==> src/rtl/data_mem_arbiter_pkg.sv <==
// Shared types and constants for the two-master data-memory arbiter.
package data_mem_arbiter_pkg;

    localparam int unsigned ARB_DATA_W  = 32;
    localparam int unsigned ARB_MAX_OUT = 2;
    localparam int unsigned ARB_CNT_W   = $clog2(ARB_MAX_OUT) + 1;

    typedef logic [0:0] arb_id_t;

    localparam arb_id_t ARB_MASTER_IF  = 1'b0;
    localparam arb_id_t ARB_MASTER_LSU = 1'b1;

    typedef enum logic {
        LOCK_IDLE = 1'b0,
        LOCK_HELD = 1'b1
    } lock_state_e;

    function automatic int unsigned cnt_width(input int unsigned depth);
        return $clog2(depth) + 1;
    endfunction

endpackage

==> src/rtl/data_mem_arbiter_id_fifo.sv <==
// In-order FIFO of issuing-master IDs for granted, not yet answered transactions.
module arb_id_fifo
    import data_mem_arbiter_pkg::*;
#(
    parameter  int unsigned DEPTH = ARB_MAX_OUT,
    localparam int unsigned CNT_W = cnt_width(DEPTH),
    localparam int unsigned PTR_W = (DEPTH > 1) ? $clog2(DEPTH) : 1
) (
    input  logic             clk_i,
    input  logic             rst_i,
    input  logic             push_i,
    input  logic             pop_i,
    input  arb_id_t          data_i,
    output arb_id_t          head_o,
    output logic             full_o,
    output logic             empty_o,
    output logic [CNT_W-1:0] count_o
);

    arb_id_t          r_mem [DEPTH];
    logic [PTR_W-1:0] r_wr_ptr;
    logic [PTR_W-1:0] r_rd_ptr;
    logic [CNT_W-1:0] r_count;
    logic             w_push;
    logic             w_pop;

    function automatic logic [PTR_W-1:0] ptr_inc(input logic [PTR_W-1:0] p);
        return (p == PTR_W'(DEPTH - 1)) ? '0 : p + PTR_W'(1);
    endfunction

    assign full_o  = (r_count == CNT_W'(DEPTH));
    assign empty_o = (r_count == '0);
    assign count_o = r_count;
    assign head_o  = r_mem[r_rd_ptr];
    assign w_push  = push_i & ~full_o;
    assign w_pop   = pop_i & ~empty_o;

    always_ff @(posedge clk_i) begin
        if (rst_i) begin
            r_wr_ptr <= '0;
            r_rd_ptr <= '0;
            r_count  <= '0;
        end else begin
            if (w_push) r_wr_ptr <= ptr_inc(r_wr_ptr);
            if (w_pop)  r_rd_ptr <= ptr_inc(r_rd_ptr);
            case ({w_push, w_pop})
                2'b10:   r_count <= r_count + CNT_W'(1);
                2'b01:   r_count <= r_count - CNT_W'(1);
                default: r_count <= r_count;
            endcase
        end
    end

    // Storage needs no reset: entries are only read while the count says they are valid.
    always_ff @(posedge clk_i) begin
        if (w_push) r_mem[r_wr_ptr] <= data_i;
    end

endmodule

==> src/rtl/data_mem_arbiter.sv <==
// Round-robin arbiter sharing one OBI-style data-memory port between fetch (0) and LSU (1).
module data_mem_arbiter
    import data_mem_arbiter_pkg::*;
#(
    parameter  int unsigned DATA_WIDTH      = ARB_DATA_W,
    parameter  int unsigned MAX_OUTSTANDING = ARB_MAX_OUT,
    localparam int unsigned CNT_W           = cnt_width(MAX_OUTSTANDING)
) (
    input  logic                       clk_i,
    input  logic                       rst_i,
    input  logic [1:0]                 m_req_i,
    output logic [1:0]                 m_gnt_o,
    output logic [1:0]                 m_rvalid_o,
    input  logic [1:0][DATA_WIDTH-1:0] m_addr_i,
    input  logic [1:0]                 m_we_i,
    input  logic [1:0][3:0]            m_be_i,
    input  logic [1:0][DATA_WIDTH-1:0] m_wdata_i,
    output logic [DATA_WIDTH-1:0]      m_rdata_o,
    output logic                       data_req_o,
    input  logic                       data_gnt_i,
    input  logic                       data_rvalid_i,
    output logic [DATA_WIDTH-1:0]      data_addr_o,
    output logic                       data_we_o,
    output logic [3:0]                 data_be_o,
    output logic [DATA_WIDTH-1:0]      data_wdata_o,
    input  logic [DATA_WIDTH-1:0]      data_rdata_i,
    output logic                       err_o
);

    lock_state_e      r_lock_st;
    lock_state_e      w_lock_st_nxt;
    arb_id_t          r_lock_id;
    arb_id_t          w_lock_id_nxt;
    arb_id_t          r_prio;
    arb_id_t          w_prio_nxt;
    logic             r_err;
    logic             w_err_nxt;
    arb_id_t          w_sel;
    arb_id_t          w_head;
    logic             w_eligible;
    logic             w_hs;
    logic             w_pop;
    logic             w_full;
    logic             w_empty;
    logic [CNT_W-1:0] w_count;

    assign err_o     = r_err;
    assign m_rdata_o = data_rdata_i;
    assign w_eligible = (w_count < CNT_W'(MAX_OUTSTANDING)) & ~w_full;

    always_ff @(posedge clk_i) begin
        if (rst_i) begin
            r_lock_st <= LOCK_IDLE;
            r_lock_id <= ARB_MASTER_IF;
            r_prio    <= ARB_MASTER_IF;
            r_err     <= 1'b0;
        end else begin
            r_lock_st <= w_lock_st_nxt;
            r_lock_id <= w_lock_id_nxt;
            r_prio    <= w_prio_nxt;
            r_err     <= w_err_nxt;
        end
    end

    // Selection, memory-side request, grants, routing and next-state logic.
    always_comb begin
        w_sel         = r_prio;
        data_req_o    = 1'b0;
        w_hs          = 1'b0;
        w_pop         = 1'b0;
        m_gnt_o       = '0;
        m_rvalid_o    = '0;
        w_lock_st_nxt = LOCK_IDLE;
        w_lock_id_nxt = r_lock_id;
        w_prio_nxt    = r_prio;
        w_err_nxt     = r_err;

        if (r_lock_st == LOCK_HELD) begin
            w_sel = r_lock_id;
        end else begin
            case (m_req_i)
                2'b01:   w_sel = ARB_MASTER_IF;
                2'b10:   w_sel = ARB_MASTER_LSU;
                default: w_sel = r_prio;
            endcase
        end

        data_req_o = m_req_i[w_sel] & w_eligible;
        // A grant seen during reset is not a transaction: the memory is reset with us.
        w_hs       = data_req_o & data_gnt_i & ~rst_i;
        m_gnt_o[w_sel] = w_hs;

        w_pop = data_rvalid_i & ~w_empty;
        m_rvalid_o[w_head] = w_pop;

        if (data_req_o && !data_gnt_i) begin
            w_lock_st_nxt = LOCK_HELD;
            w_lock_id_nxt = w_sel;
        end
        if (w_hs) w_prio_nxt = ~w_sel;
        if (data_rvalid_i && w_empty) w_err_nxt = 1'b1;
    end

    always_comb begin
        data_addr_o  = m_addr_i[w_sel];
        data_we_o    = m_we_i[w_sel];
        data_be_o    = m_be_i[w_sel];
        data_wdata_o = m_wdata_i[w_sel];
    end

    arb_id_fifo #(
        .DEPTH(MAX_OUTSTANDING)
    ) u_id_fifo (
        .clk_i  (clk_i),
        .rst_i  (rst_i),
        .push_i (w_hs),
        .pop_i  (w_pop),
        .data_i (w_sel),
        .head_o (w_head),
        .full_o (w_full),
        .empty_o(w_empty),
        .count_o(w_count)
    );

endmodule

==> config.mk <==
export PLATFORM = sky130hd
export DESIGN_NAME = data_mem_arbiter
export DESIGN_NICKNAME = d
export VERILOG_FILES = /design/src/rtl/data_mem_arbiter_pkg.sv /design/src/rtl/data_mem_arbiter_id_fifo.sv /design/src/rtl/data_mem_arbiter.sv
export SDC_FILE = /design/constraint.sdc
export NUM_CORES = 1
export LEC_CHECK = 0
export BUFFER_PORTS_ARGS = -buffer_cell sky130_fd_sc_hd__buf_2
export CAP_MARGIN = 20
export CORE_AREA = 5 5 107 109
export CTS_CLUSTER_DIAMETER = 50
export DETAILED_ROUTE_END_ITERATION = 8
export DIE_AREA = 0 0 112 114
export PLACE_DENSITY = 0.48
export SLEW_MARGIN = 20
export SYNTH_ARGS = -nofsm -noshare
export SYNTH_HDL_FRONTEND = slang
export SYNTH_SLANG_ARGS = --single-unit
==> constraint.sdc <==
create_clock -name clk_i -period 3 [get_ports clk_i]
set_input_delay 0.6 -clock clk_i [delete_from_list [all_inputs] [get_ports clk_i]]
set_output_delay 0.6 -clock clk_i [all_outputs]
set_load 0.005 [all_outputs]
### Yosys cells after proc, flatten, opt, wreduce, memory -nomap -nowiden

Memory sizes are Yosys's and may differ from the RTL's. A register that Yosys moved wholly into a read port is not among the register bits.
Cells that the tools add are included.

| storage, ports and cells | value |
|---|---|
| register bits | 8 |
| memories | 1 |
| bits of input ports | 176 |
| RAM bits | 2 |

Memory list:

| memory | words | width | read ports | clocked after memory_dff | wr ports | RTL line | text |
|---|---|---|---|---|---|---|---|
| u_id_fifo.r_mem | 2 | 1 | 1 | 1 | 1 | data_mem_arbiter_id_fifo.sv:20 | `arb_id_t r_mem [DEPTH];` |

| operators by class | value |
|---|---|
| $lt $le $gt $ge | 5 |
| reduce and logical (&&, ||, !) cells | 7 |
| bitwise operators | 13 |
| equality and inequality tests | 5 |
| mux-type cells | 24 |
| add/sub/neg operators | 4 |

Operator list:

| operator | count |
|---|---|
| $mux 32 | 4 |
| $mux 1 | 14 |
| $mux 4 | 2 |
| $and 1x1->1 | 7 |
| $eq 2x2->1 const B | 3 |
| $and 2x2->2 | 2 |
| $eq 2x1->1 const B | 2 |
| $logic_and 1x1->1 | 4 |
| $lt 1x2->1 const B | 2 |
| $not 1->1 | 4 |
| $pmux 2 s2 | 1 |
| $add 1x1->1 const B | 2 |
| $add 2x1->2 const B | 1 |
| $demux 1 s1 | 2 |
| $ge 1x1->1 const B | 2 |
| $logic_not 2->1 | 1 |
| $lt 2x2->1 const B | 1 |
| $pmux 1 s2 | 1 |
| $reduce_bool 2->1 | 1 |
| $sub 2x1->2 const B | 1 |
| $logic_not 1->1 | 1 |

### Longest topological paths before layout

Gate-level depths: netlist (run 1).

| depth | value |
|---|---|
| word-level depth | 11 |
| depth in mapped cells | 9 |
| depth with buffers taken out | 9 |

### Modules after synthesis

Synthesis (run 1) repeated with hierarchy kept, for this count alone.

| second synthesis, totals | value |
|---|---|
| cells, all modules | 176 |
| area total of the unflattened synthesis | 1895.6 um^2 |

Modules (own cells, without submodules):

| module | area an instance (um^2) | cells each | instances |
|---|---|---|---|
| data_mem_arbiter | 1600.3 | 147 | 1 |
| arb_id_fifo | 295.3 | 29 | 1 |

### Worst setup path after synthesis (run 1)

OpenSTA, ideal clock, no wires.

| path | value |
|---|---|
| path type | input to register |
| start point | input port m_req_i[0] |
| end point | register u_id_fifo.r_count[1], in the netlist u_id_fifo.count_o[1] |
| library setup time | 0.070 ns |
| required time | 2.930 ns |
| slack | 0.252 ns |
| cell stages on the path | 8 |
| arrival time | 2.678 ns |
| buffers on the path | 0 |
| path through | inv_1 ha_1 mux2i_1 a211o_1 a2111o_1 ha_1 or3_1 a21oi_1 |

| on the way | value |
|---|---|
| cells in the longest elaborated chain, start to end | 11 |
| elaborated cells between the ends (all ways) | 14 |
| classes of those cells | eq/ne (4); mux (5); bitwise (4); reduce/logical (1) |

Ends and longest elaborated chain:

| what | RTL line | text |
|---|---|---|
| from (decl) | data_mem_arbiter.sv:11 | `input logic [1:0] m_req_i,` |
| $eq 2x2->1 or $eq 2x1->1 (tied branches) | data_mem_arbiter.sv:81 | `case (m_req_i)` |
| $pmux 1 s2 | data_mem_arbiter.sv:81 |  |
| $mux 1 | data_mem_arbiter.sv:78 | `if (r_lock_st == LOCK_HELD) begin` |
| $mux 1 (not written as such) (*) (2 in series) | data_mem_arbiter.sv:88 | `data_req_o = m_req_i[w_sel] & w_eligible;` |
| $and 1x1->1 (*) | data_mem_arbiter.sv:88 |  |
| $and 1x1->1 (*) (2 in series) | data_mem_arbiter.sv:90 | `w_hs = data_req_o & data_gnt_i & ~rst_i;` |
| $and 1x1->1 (*) | data_mem_arbiter_id_fifo.sv:35 | `assign w_push = push_i & ~full_o;` |
| $eq 2x1->1 or $eq 2x2->1 (tied branches) | data_mem_arbiter_id_fifo.sv:46 | `case ({w_push, w_pop})` |
| $pmux 2 s2 or $reduce_bool 2->1 (tied branches) | -- |  |
| to (signal assigned) | data_mem_arbiter_id_fifo.sv:47 | `2'b10: r_count <= r_count + CNT_W'(1);` |
| to (signal assigned) | data_mem_arbiter_id_fifo.sv:48 | `2'b01: r_count <= r_count - CNT_W'(1);` |
| to (signal assigned) | data_mem_arbiter_id_fifo.sv:49 | `default: r_count <= r_count;` |
| to (decl) | data_mem_arbiter_id_fifo.sv:23 | `logic [CNT_W-1:0] r_count;` |

Mark *: on every way between the ends. The rest lies on a longest branch, timed or not. The select of a mux whose other input is x is not followed.
A chain may end at the register's enable or synchronous reset.

### Worst setup path in the final report (run 1)

| path | value |
|---|---|
| start point | input port m_req_i[0] |
| end point | output port data_addr_o[0] |

| on the way | value |
|---|---|
| cells in the longest elaborated chain, start to end | 5 |
| elaborated cells between the ends (all ways) | 6 |
| classes of those cells | eq/ne (2); mux (4) |

Ends and longest elaborated chain:

| what | RTL line | text |
|---|---|---|
| $eq 2x2->1 or $eq 2x1->1 (tied branches) | data_mem_arbiter.sv:81 |  |
| $pmux 1 s2 (*) | data_mem_arbiter.sv:81 |  |
| $mux 1 (*) | data_mem_arbiter.sv:78 |  |
| $mux 32 (not written as such) (*) (2 in series) | data_mem_arbiter.sv:105 | `data_addr_o = m_addr_i[w_sel];` |
| to (decl) | data_mem_arbiter.sv:22 | `output logic [DATA_WIDTH-1:0] data_addr_o,` |

Marks and branches as above.

==> results.py, run 1 <==
metrics = {
    "pwr": {
        "peakVddDrop_mv": 0.1207,
        "leakagePower_nw": 1.440,
        "power.density_mw_per_mm2": 308.4,
    },
    "yosys": {
        "yosys_warnings": 0,
        "synth_seq_cells": 11,
        "synth_top_area_cell": "mux2_2",
        "synth_cell_types": 28,
        "syn_nets": 347,
        "synthesis.area_sq_mm": 0.001600,
        "synthCells": 169,
        "async_flop_share_pct": 0,
        "synth_most_common_cell": "mux2_2",
        "synth_edf_count": 2,
        "netlist.area_leader.share_pct": 48.55,
        "synth.area.top_cells": "mux2_2, buf_4, dfxtp_1",
        "ys_seq_area_share_pct": 15.01,
        "yosys-top-cells-count": "mux2_2, buf_4, nor2_1, dfxtp_1",
        "ys.flop_type": "dfxtp_1",
        "avgSynthCellArea_sq_um": 9.469,
    },
    "route": {
        "drc": 0,
        "wl_met1_um": 2161,
        "top_layer_used": "met4",
        "dr_total_vias": 1879,
        "wl_met3_um": 842,
        "drt_iter0_drc": 47,
        "drt_wl_total_um": 6127,
        "via_per_inst": 3.796,
        "drtAntennaViolNets": 0,
        "drt-pass1-iter-count": 4,
        "wl_met2_um": 3035,
        "wl_per_cell_um": 12.38,
    },
    "floorplan": {
        "die_width_um": 112,
        "die_area_sq_mm": 0.01277,
        "chipHeight_um": 114,
        "core_area_sq_mm": 0.01051,
        "start_util_pct": 15.23,
        "placementRows": 38,
        "ios": 283,
    },
    "final_layout": {
        "final_area_sq_mm": 0.002699,
        "drive_above_1_share_pct": 85.07,
        "regArea_sq_um": 240.2,
        "fillers": 1136,
        "area_growth_pct": 68.65,
        "multiInputGateArea_sq_mm": 0.001054,
        "finalNetCount": 534,
        "num_antenna_cells": 0,
    },
    "global_routing": {
        "first_global_vias": 1969,
        "grt_use_total_pct": 8.260,
        "grt_overflow": 0,
        "antenna_found_initial": 0,
        "grt_max_degree": 43,
        "grt_pass1_wl_um": 8825,
    },
    "place": {
        "gp_congestion": 0.7546,
        "place_area_sq_mm": 0.002649,
        "post-dp-hpwl_um": 5446,
        "port_buffers": 218,
    },
    "setup_path": {
        "crit_arrival_ns": 2.32,
        "crit_family": "multiplexers",
        "start_kind": "input port",
        "required_ns": 2.40,
        "cp_max_fo": 42,
        "cp_slowest_cell": "mux2_2",
        "critical_path_class": "in -> out",
        "cp_common_cell": "buf_2",
        "critPathMaxStageDelay_ns": 0.39,
        "crit_chain": "buf_2 -> inv_1 -> ha_1 -> mux2i_2 -> o21a_4 -> buf_12 -> mux2_2 -> buf_2",
        "path_buf_inv": 4,
        "critPathCaptureType": "primary output",
    },
    "cts": {
        "cts_num_sinks": 11,
        "clock_path_buffers": 2,
        "numCtsBuffers": 3,
        "path_clk_slew_ns": 0.05,
        "ctsHoldBuffers": 0,
        "cts_root_buf": "clkbuf_8",
        "cts_max_level": 1,
        "clk_latency_ns": 0.24,
        "cts_tree": "yes",
    },
    "sta": {
        "setup-tns-final_ns": 0,
        "finalCriticalPeriod_ns": 2.921,
        "worst_pin_slew_ns": 0.5840,
        "setup_violations": 0,
        "grt_setup_unrepaired": "no",
        "relSlewSlack_pct": 60.66,
        "fmax_ghz": 0.3423,
        "report.final.slew_viol_count": 0,
        "finClkSkew_ns": 0.002638,
        "timing.final.hold_violations": 0,
        "min_period_over_period_pct": 97.38,
    },
    "min_path": {
        "hold_path.class": "reg -> reg",
    },
    "job": {
        "maxCapViolCount": 0,
    },
    "outcome": {
        "outcome": "finished clean",
    },
}
[final cells by class]
cell class	count	area share, %
multi-input combinational	109	39.04
inverter	8	1.113
timing repair buffer	223	42.74
tap	140	6.490
clock inverter	1	0.1854
clock buffer	3	1.530
sequential	11	8.901
[worst register-to-register path: stages, from the launching register on]
cell,delay [ns]
dfxtp_1,0.35
mux2i_2,0.10
a211o_1,0.34
a2111o_1,0.48
ha_1,0.33
or3_1,0.37
a21oi_1,0.13
[cell families after synthesis]
family	synth area share, %
compound gates	6.489
xor+xnor	1.642
fa+ha+maj	1.563
buf+inv	19.86
flops	15.01
mux	49.80
simple gates	5.631
[path summary, 6_finish.rpt]
| path | startpoint | to | slack [ns] | cells after the start |
|---|---|---|---|---|
| worst max-delay path | m_req_i[0] | data_addr_o[0] | 0.08 | 8 |
| worst max register to register | r_prio | u_id_fifo.count_o[1] | 0.83 | 6 |
| worst min register to register | u_id_fifo.r_wr_ptr | u_id_fifo.r_wr_ptr | 0.46 | 1 |
| worst min-delay path | u_id_fifo.r_wr_ptr | u_id_fifo.r_wr_ptr | 0.46 | 1 |
[state kept, by name (all words and copies together), names as in the netlist, named ones only]
register and flops:
u_id_fifo.count_o 2, err_o 1, r_lock_st 1, r_prio 1, u_id_fifo.r_wr_ptr 1, r_lock_id 1
u_id_fifo.r_rd_ptr 1, u_id_fifo.r_mem 2
[where the power goes]
group	switching (mW)	internal, mW
sequential	0.0185	0.173
combinational	0.193	0.297
clock	0.0600	0.0916
total	0.271	0.561
[through the flow]
step           worst slack, ns  power, mW  hold WS [ns]  util (%)  instances
2_1_floorplan           0.2518     0.4817        0.4285         -        169
3_3_place_gp           0.08575     0.6833        0.4386     25.21        491
3_5_place_dp           0.04241     0.6907        0.4555     25.21        491
4_1_cts                0.04914     0.8483        0.4683     25.65        495
5_1_grt               0.003217     0.8936        0.4848     25.68        495
6_report               0.07862     0.8324        0.4593     25.68        495
[routing by layer]
layer	up-vias	GRT usage [%]
met4	0	2.885
met5	-	0
met3	7	3.820
met2	123	14.19
li1	938	-
met1	811	9.015
[placed cells by master (no fill, tap or decap), types with 2 or more instances in the layout]
cell type | netlist | routed
clkbuf_8 | 0 | 3
o21ai_0 | 3 | 3
buf_4 | 33 | 3
nor2_1 | 10 | 10
a21oi_1 | 3 | 3
edfxtp_1 | 2 | 2
buf_12 | 0 | 2
dfxtp_1 | 9 | 9
inv_1 | 8 | 8
nand2_1 | 2 | 2
ha_1 | 2 | 2
nor2b_1 | 2 | 2
mux2_2 | 69 | 69
xor2_1 | 2 | 2
buf_2 | 8 | 218
[timing repair]
| item | CTS | global route |
|---|---|---|
| buffers inserted | 0 | 0 |
| gates resized for setup | 0 | 1 |
| setup endpoints to repair | 0 | 1 |
(Power assumes the default switching activity.)
==> run 2, diff against run 1 <==
Clock period 3 ns to 3.1 ns, I/O delays scaled along.
==> run 2 against run 1 <==
  * Die area stayed put
  * Flip-flop and latch count stayed put
  * Utilization is 0.19 points lower
  * Final area is 0.74% lower
  * Total power is 4.7% lower
  * First-iteration DRC count stayed put
  * Clock skew is 0.00076 ns lower
  * Register-to-register slack hardly changed
  * Worst setup slack better by 0.073 ns
  * Via count is 0.53% higher
  * Cell count is 0.40% lower
  * Largest cell class unchanged
  * Largest power group unchanged
==> results.py, run 2 (same netlist as run 1, synthesis figures left out) <==
metrics = {
    "outcome": {
        "outcome": "finished clean",
    },
    "sta": {
        "worst_pin_slew_ns": 0.5257,
        "min_period_over_period_pct": 95.12,
        "timing.final.hold_violations": 0,
        "fin_worst_hold_slack_ns": 0.4585,
        "finClkSkew_ns": 0.001882,
        "finalCriticalPeriod_ns": 2.949,
        "report.final.slew_viol_count": 0,
        "relSlewSlack_pct": 64.58,
        "setup_violations": 0,
        "setup_ws_ns": 0.1514,
        "grt_setup_unrepaired": "no",
        "setup-tns-final_ns": 0,
        "fmax_ghz": 0.3391,
    },
    "cts": {
        "cts_tree": "yes",
        "numCtsBuffers": 3,
        "cts_root_buf": "clkbuf_8",
        "cts_setup_buffers": 0,
        "cts_max_level": 1,
        "cts-resized-gates": 0,
        "cts_num_sinks": 11,
        "path_clk_slew_ns": 0.05,
        "clk_latency_ns": 0.23,
        "ctsHoldBuffers": 0,
        "clock_path_buffers": 2,
    },
    "route": {
        "drtAntennaViolNets": 0,
        "drt_iter0_drc": 47,
        "drt-pass1-iter-count": 4,
        "drc": 0,
        "dr_total_vias": 1889,
        "wl_per_cell_um": 12.36,
        "drt_wl_total_um": 6094,
        "via_per_inst": 3.832,
    },
    "job": {
        "maxCapViolCount": 0,
    },
    "global_routing": {
        "grt_overflow": 0,
        "antenna_found_initial": 0,
        "grt_pass1_wl_um": 9045,
        "grt_use_total_pct": 8.404,
        "grt_max_degree": 47,
        "first_global_vias": 1971,
    },
    "setup_path": {
        "reg2reg_slack_ns": 0.84,
        "cp_max_fo": 46,
        "rr_worst_depth": 6,
        "required_ns": 2.48,
        "start_kind": "input port",
        "cp_slowest_cell": "mux2_2",
        "r2r-start": "r_prio",
        "cp_common_cell": "buf_2",
        "critPathMaxStageDelay_ns": 0.39,
        "crit_arrival_ns": 2.33,
        "startpoint": "m_req_i[0]",
        "crit_chain": "buf_2 -> inv_1 -> ha_1 -> mux2i_1 -> o21a_4 -> buf_12 -> mux2_2 -> buf_2",
        "critical_path_class": "in -> out",
        "critPathCaptureType": "primary output",
    },
    "floorplan": {
        "chipHeight_um": 114,
        "die_width_um": 112,
        "placementRows": 38,
        "core_area_sq_mm": 0.01051,
        "start_util_pct": 15.23,
        "die_area_sq_mm": 0.01277,
        "ios": 283,
    },
    "final_layout": {
        "fillers": 1159,
        "drive_above_1_share_pct": 84.42,
        "finalNetCount": 532,
        "layout_common_cells": "buf_2, mux2_2, nor2_1",
        "area_growth_pct": 67.40,
        "fin_cells": 493,
        "layout_commonest_cell": "buf_2",
        "num_antenna_cells": 0,
    },
    "place": {
        "gp_congestion": 0.7436,
        "dp.cells": 489,
        "port_buffers": 218,
        "post-dp-hpwl_um": 5452,
        "dp_slack_ns": 0.06065,
    },
    "pwr": {
        "peakVddDrop_mv": 0.1690,
        "power.density_mw_per_mm2": 296.0,
        "leakagePower_nw": 1.430,
    },
    "min_path": {
        "hp-start": "u_id_fifo.r_wr_ptr",
        "hold_depth": 1,
        "hold_path.class": "reg -> reg",
    },
}
run 2: changes by cell type in the layout (fill, tap and decap cells not counted), sizes merged:
cell | before | now
clkinv | 1 | 0
clkbuf | 3 | 4
buf | 223 | 221
run 2: routing by layer:
metal	global-route usage, %	wire [um]
met5	0	0
met4	2.324	59
met3	3.183	713
met2	14.27	3038
met1	9.974	2283
run 2: critical path: cells and delay by family:
kind | cells | cell delay, ns
compound gates | 1 | 0.20
buf+inv | 4 | 0.50
mux | 2 | 0.69
fa+ha+maj | 1 | 0.28
run 2: cell type report:
class	instances	area (sq um)	area share [%]
Multi-Input combinational cell	109	1050	39.19
Tap cell	140	175.2	6.539
Sequential cell	11	240.2	8.968
Timing Repair Buffer	221	1139	42.50
Inverter	8	30.03	1.121
Clock buffer	4	45.04	1.681
run 2: worst paths after layout:
check	to
setup / recovery	data_addr_o[0]
setup reg to reg	u_id_fifo.count_o[1]
hold / removal	u_id_fifo.r_wr_ptr
hold reg to reg	u_id_fifo.r_wr_ptr
run 2: per-stage QoR:
stage | power (mW) | cell area (sq um) | utilization (%)
after floorplan | 0.4662 | 1600 | -
after global placement | 0.6580 | 2634 | 25.07
after detailed placement | 0.6632 | 2634 | 25.07
after CTS | 0.8081 | 2679 | 25.49
after global routing | 0.8637 | 2679 | 25.49
final | 0.7930 | 2679 | 25.49
run 2: where the power goes:
| group | leakage (nW) | switching [mW] | internal [mW] | total, mW |
|---|---|---|---|---|
| clock | 0.0228 | 0.0487 | 0.0899 | 0.139 |
| combinational | 1.32 | 0.187 | 0.283 | 0.470 |
| sequential | 0.0924 | 0.0172 | 0.167 | 0.185 |
==> run 3, diff against run 2 <==
Settings changed: CELL_PAD_IN_SITES_DETAIL_PLACEMENT set to 0, CELL_PAD_IN_SITES_GLOBAL_PLACEMENT set to 2, CORE_AREA 5 5 107 109 to unset, CORE_MARGIN set to 5, CORE_UTILIZATION set to 11, DIE_AREA 0 0 112 114 to unset, PLACE_DENSITY 0.48 to 0.76.
==> run 3 against run 2 <==
  * Hold slack gained 0.010 ns
  * Non-clock buffer count unchanged
  * Clock skew rose by 0.0011 ns
  * Critical path depth is the same
  * Critical path type unchanged
  * Largest power group unchanged
==> results.py, run 3 (same netlist as run 1, synthesis figures left out) <==
metrics = {
    "sta": {
        "setup-tns-final_ns": 0,
        "min_period_over_period_pct": 95.12,
        "finClkSkew_ns": 0.003017,
        "timing.final.hold_violations": 0,
        "worst_pin_slew_ns": 0.5175,
        "finalCriticalPeriod_ns": 2.949,
        "report.final.slew_viol_count": 0,
        "relSlewSlack_pct": 65.13,
        "fmax_ghz": 0.3391,
        "setup_violations": 0,
        "grt_setup_unrepaired": "no",
    },
    "setup_path": {
        "critPathCaptureType": "primary output",
        "crit_arrival_ns": 2.33,
        "rr_worst_depth": 6,
        "cp_max_fo": 40,
        "r2r-start": "r_prio",
        "start_kind": "input port",
        "critical_path_class": "in -> out",
        "required_ns": 2.48,
        "reg2reg_slack_ns": 0.91,
        "r2r-end": "u_id_fifo.count_o[1]",
    },
    "place": {
        "post-dp-hpwl_um": 6794,
        "gp_congestion": 0.8149,
        "port_buffers": 218,
    },
    "route": {
        "drt-pass1-iter-count": 4,
        "drtAntennaViolNets": 0,
        "drc": 0,
        "dr_total_vias": 1944,
        "wl_per_cell_um": 14.00,
        "drt_iter0_drc": 68,
        "via_per_inst": 3.620,
        "drt_wl_total_um": 7518,
    },
    "global_routing": {
        "gr-max-usage-layer": "met2",
        "grt_max_degree": 41,
        "gr-usage-met2_pct": 12.43,
        "grtUsageMet1_pct": 9.701,
        "use_met3_pct": 2.846,
        "grt_use_total_pct": 7.745,
        "first_global_vias": 1963,
        "grt_overflow": 0,
        "grt_pass1_wl_um": 10440,
        "antenna_found_initial": 0,
    },
    "floorplan": {
        "die_area_sq_mm": 0.01706,
        "die_width_um": 130.6,
        "start_util_pct": 11.09,
        "chipHeight_um": 130.6,
        "core_area_sq_mm": 0.01442,
        "ios": 283,
        "placementRows": 44,
    },
    "final_layout": {
        "layout_commonest_cell": "buf_2",
        "layout_common_cells": "buf_2, mux2_2, nor2_1",
        "drive_above_1_share_pct": 84.42,
        "num_antenna_cells": 0,
        "finalNetCount": 532,
        "area_growth_pct": 72.95,
    },
    "cts": {
        "numCtsBuffers": 3,
        "cts_tree": "yes",
        "cts-resized-gates": 0,
        "cts_setup_buffers": 0,
        "cts_root_buf": "clkbuf_16",
        "path_clk_slew_ns": 0.04,
        "clk_latency_ns": 0.23,
        "cts_num_sinks": 11,
        "cts_max_level": 1,
        "clock_path_buffers": 2,
        "ctsHoldBuffers": 0,
    },
    "min_path": {
        "hp-start": "err_o",
        "hold_depth": 2,
        "holdPathEnd": "err_o",
        "hold_path.class": "reg -> reg",
    },
    "pwr": {
        "leakagePower_nw": 1.445,
        "power.density_mw_per_mm2": 324.3,
        "total_power_mw": 0.8976,
        "p_switching_mw": 0.2742,
        "peakVddDrop_mv": 0.1438,
        "seqPwrFrac_pct": 20.7,
        "swShare_pct": 30.55,
        "comb_power_share_pct": 53.7,
        "p_int_mw": 0.6234,
        "clockPowerShare_pct": 25.7,
    },
    "outcome": {
        "outcome": "finished clean",
    },
    "job": {
        "maxCapViolCount": 0,
    },
}
run 3: how the worst max path moves through the flow:
stage / start / endpoint / slack (ns) / depth (start not counted)
after floorplan: m_req_i[0] / u_id_fifo.count_o[1] / 0.33 / 8
after global placement: m_req_i[0] / m_gnt_o[1] / 0.17 / 8
after detailed placement: m_req_i[0] / u_id_fifo.count_o[1] / 0.10 / 9
after CTS: m_req_i[0] / data_addr_o[4] / 0.13 / 8
after global routing: m_req_i[0] / data_addr_o[4] / 0.04 / 8
final: m_req_i[0] / data_addr_o[4] / 0.15 / 8
run 3: metrics by stage:
step	hold WS (ns)	utilization, %	cell area (sq um)	worst slack (ns)	instances
6_report	0.4688	19.19	2768	0.1511	537
5_1_grt	0.4923	19.19	2768	0.03918	537
4_1_cts	0.4788	19.19	2768	0.1315	537
3_5_place_dp	0.4685	18.64	2689	0.1010	533
3_3_place_gp	0.4371	18.64	2689	0.1733	533
2_1_floorplan	0.4285	-	1600	0.3318	169
run 3: cell type report:
cell class / instances / area [sq um]
clock buffers: 4 / 78.83
inverters: 8 / 30.03
multi-input cells: 109 / 1050
well taps: 184 / 230.2
repair buffers: 221 / 1139
fillers: 1644 / 11660
flip-flops and latches: 11 / 240.2
run 3: worst max-delay path, cell delays in order:
cell and delay, ns:
buf_2 0.09, inv_1 0.05, ha_1 0.29, mux2i_1 0.31, o21a_4 0.21, buf_12 0.22
mux2_2 0.39, buf_2 0.14
run 3: per-layer routing:
metal,up-vias,share of wire [%]
met5,-,0
met3,8,9.9
met2,103,51
met4,0,1.3
met1,904,38
li1,929,-
run 3: power by group through the flow:
stage	Sequential (mW)	Clock, mW	Combinational [mW]
6_report	0.185	0.230	0.482
3_3_place_gp	0.187	0	0.484
4_1_cts	0.186	0.234	0.493
3_5_place_dp	0.188	0	0.489
5_1_grt	0.189	0.242	0.536
2_1_floorplan	0.184	0	0.282
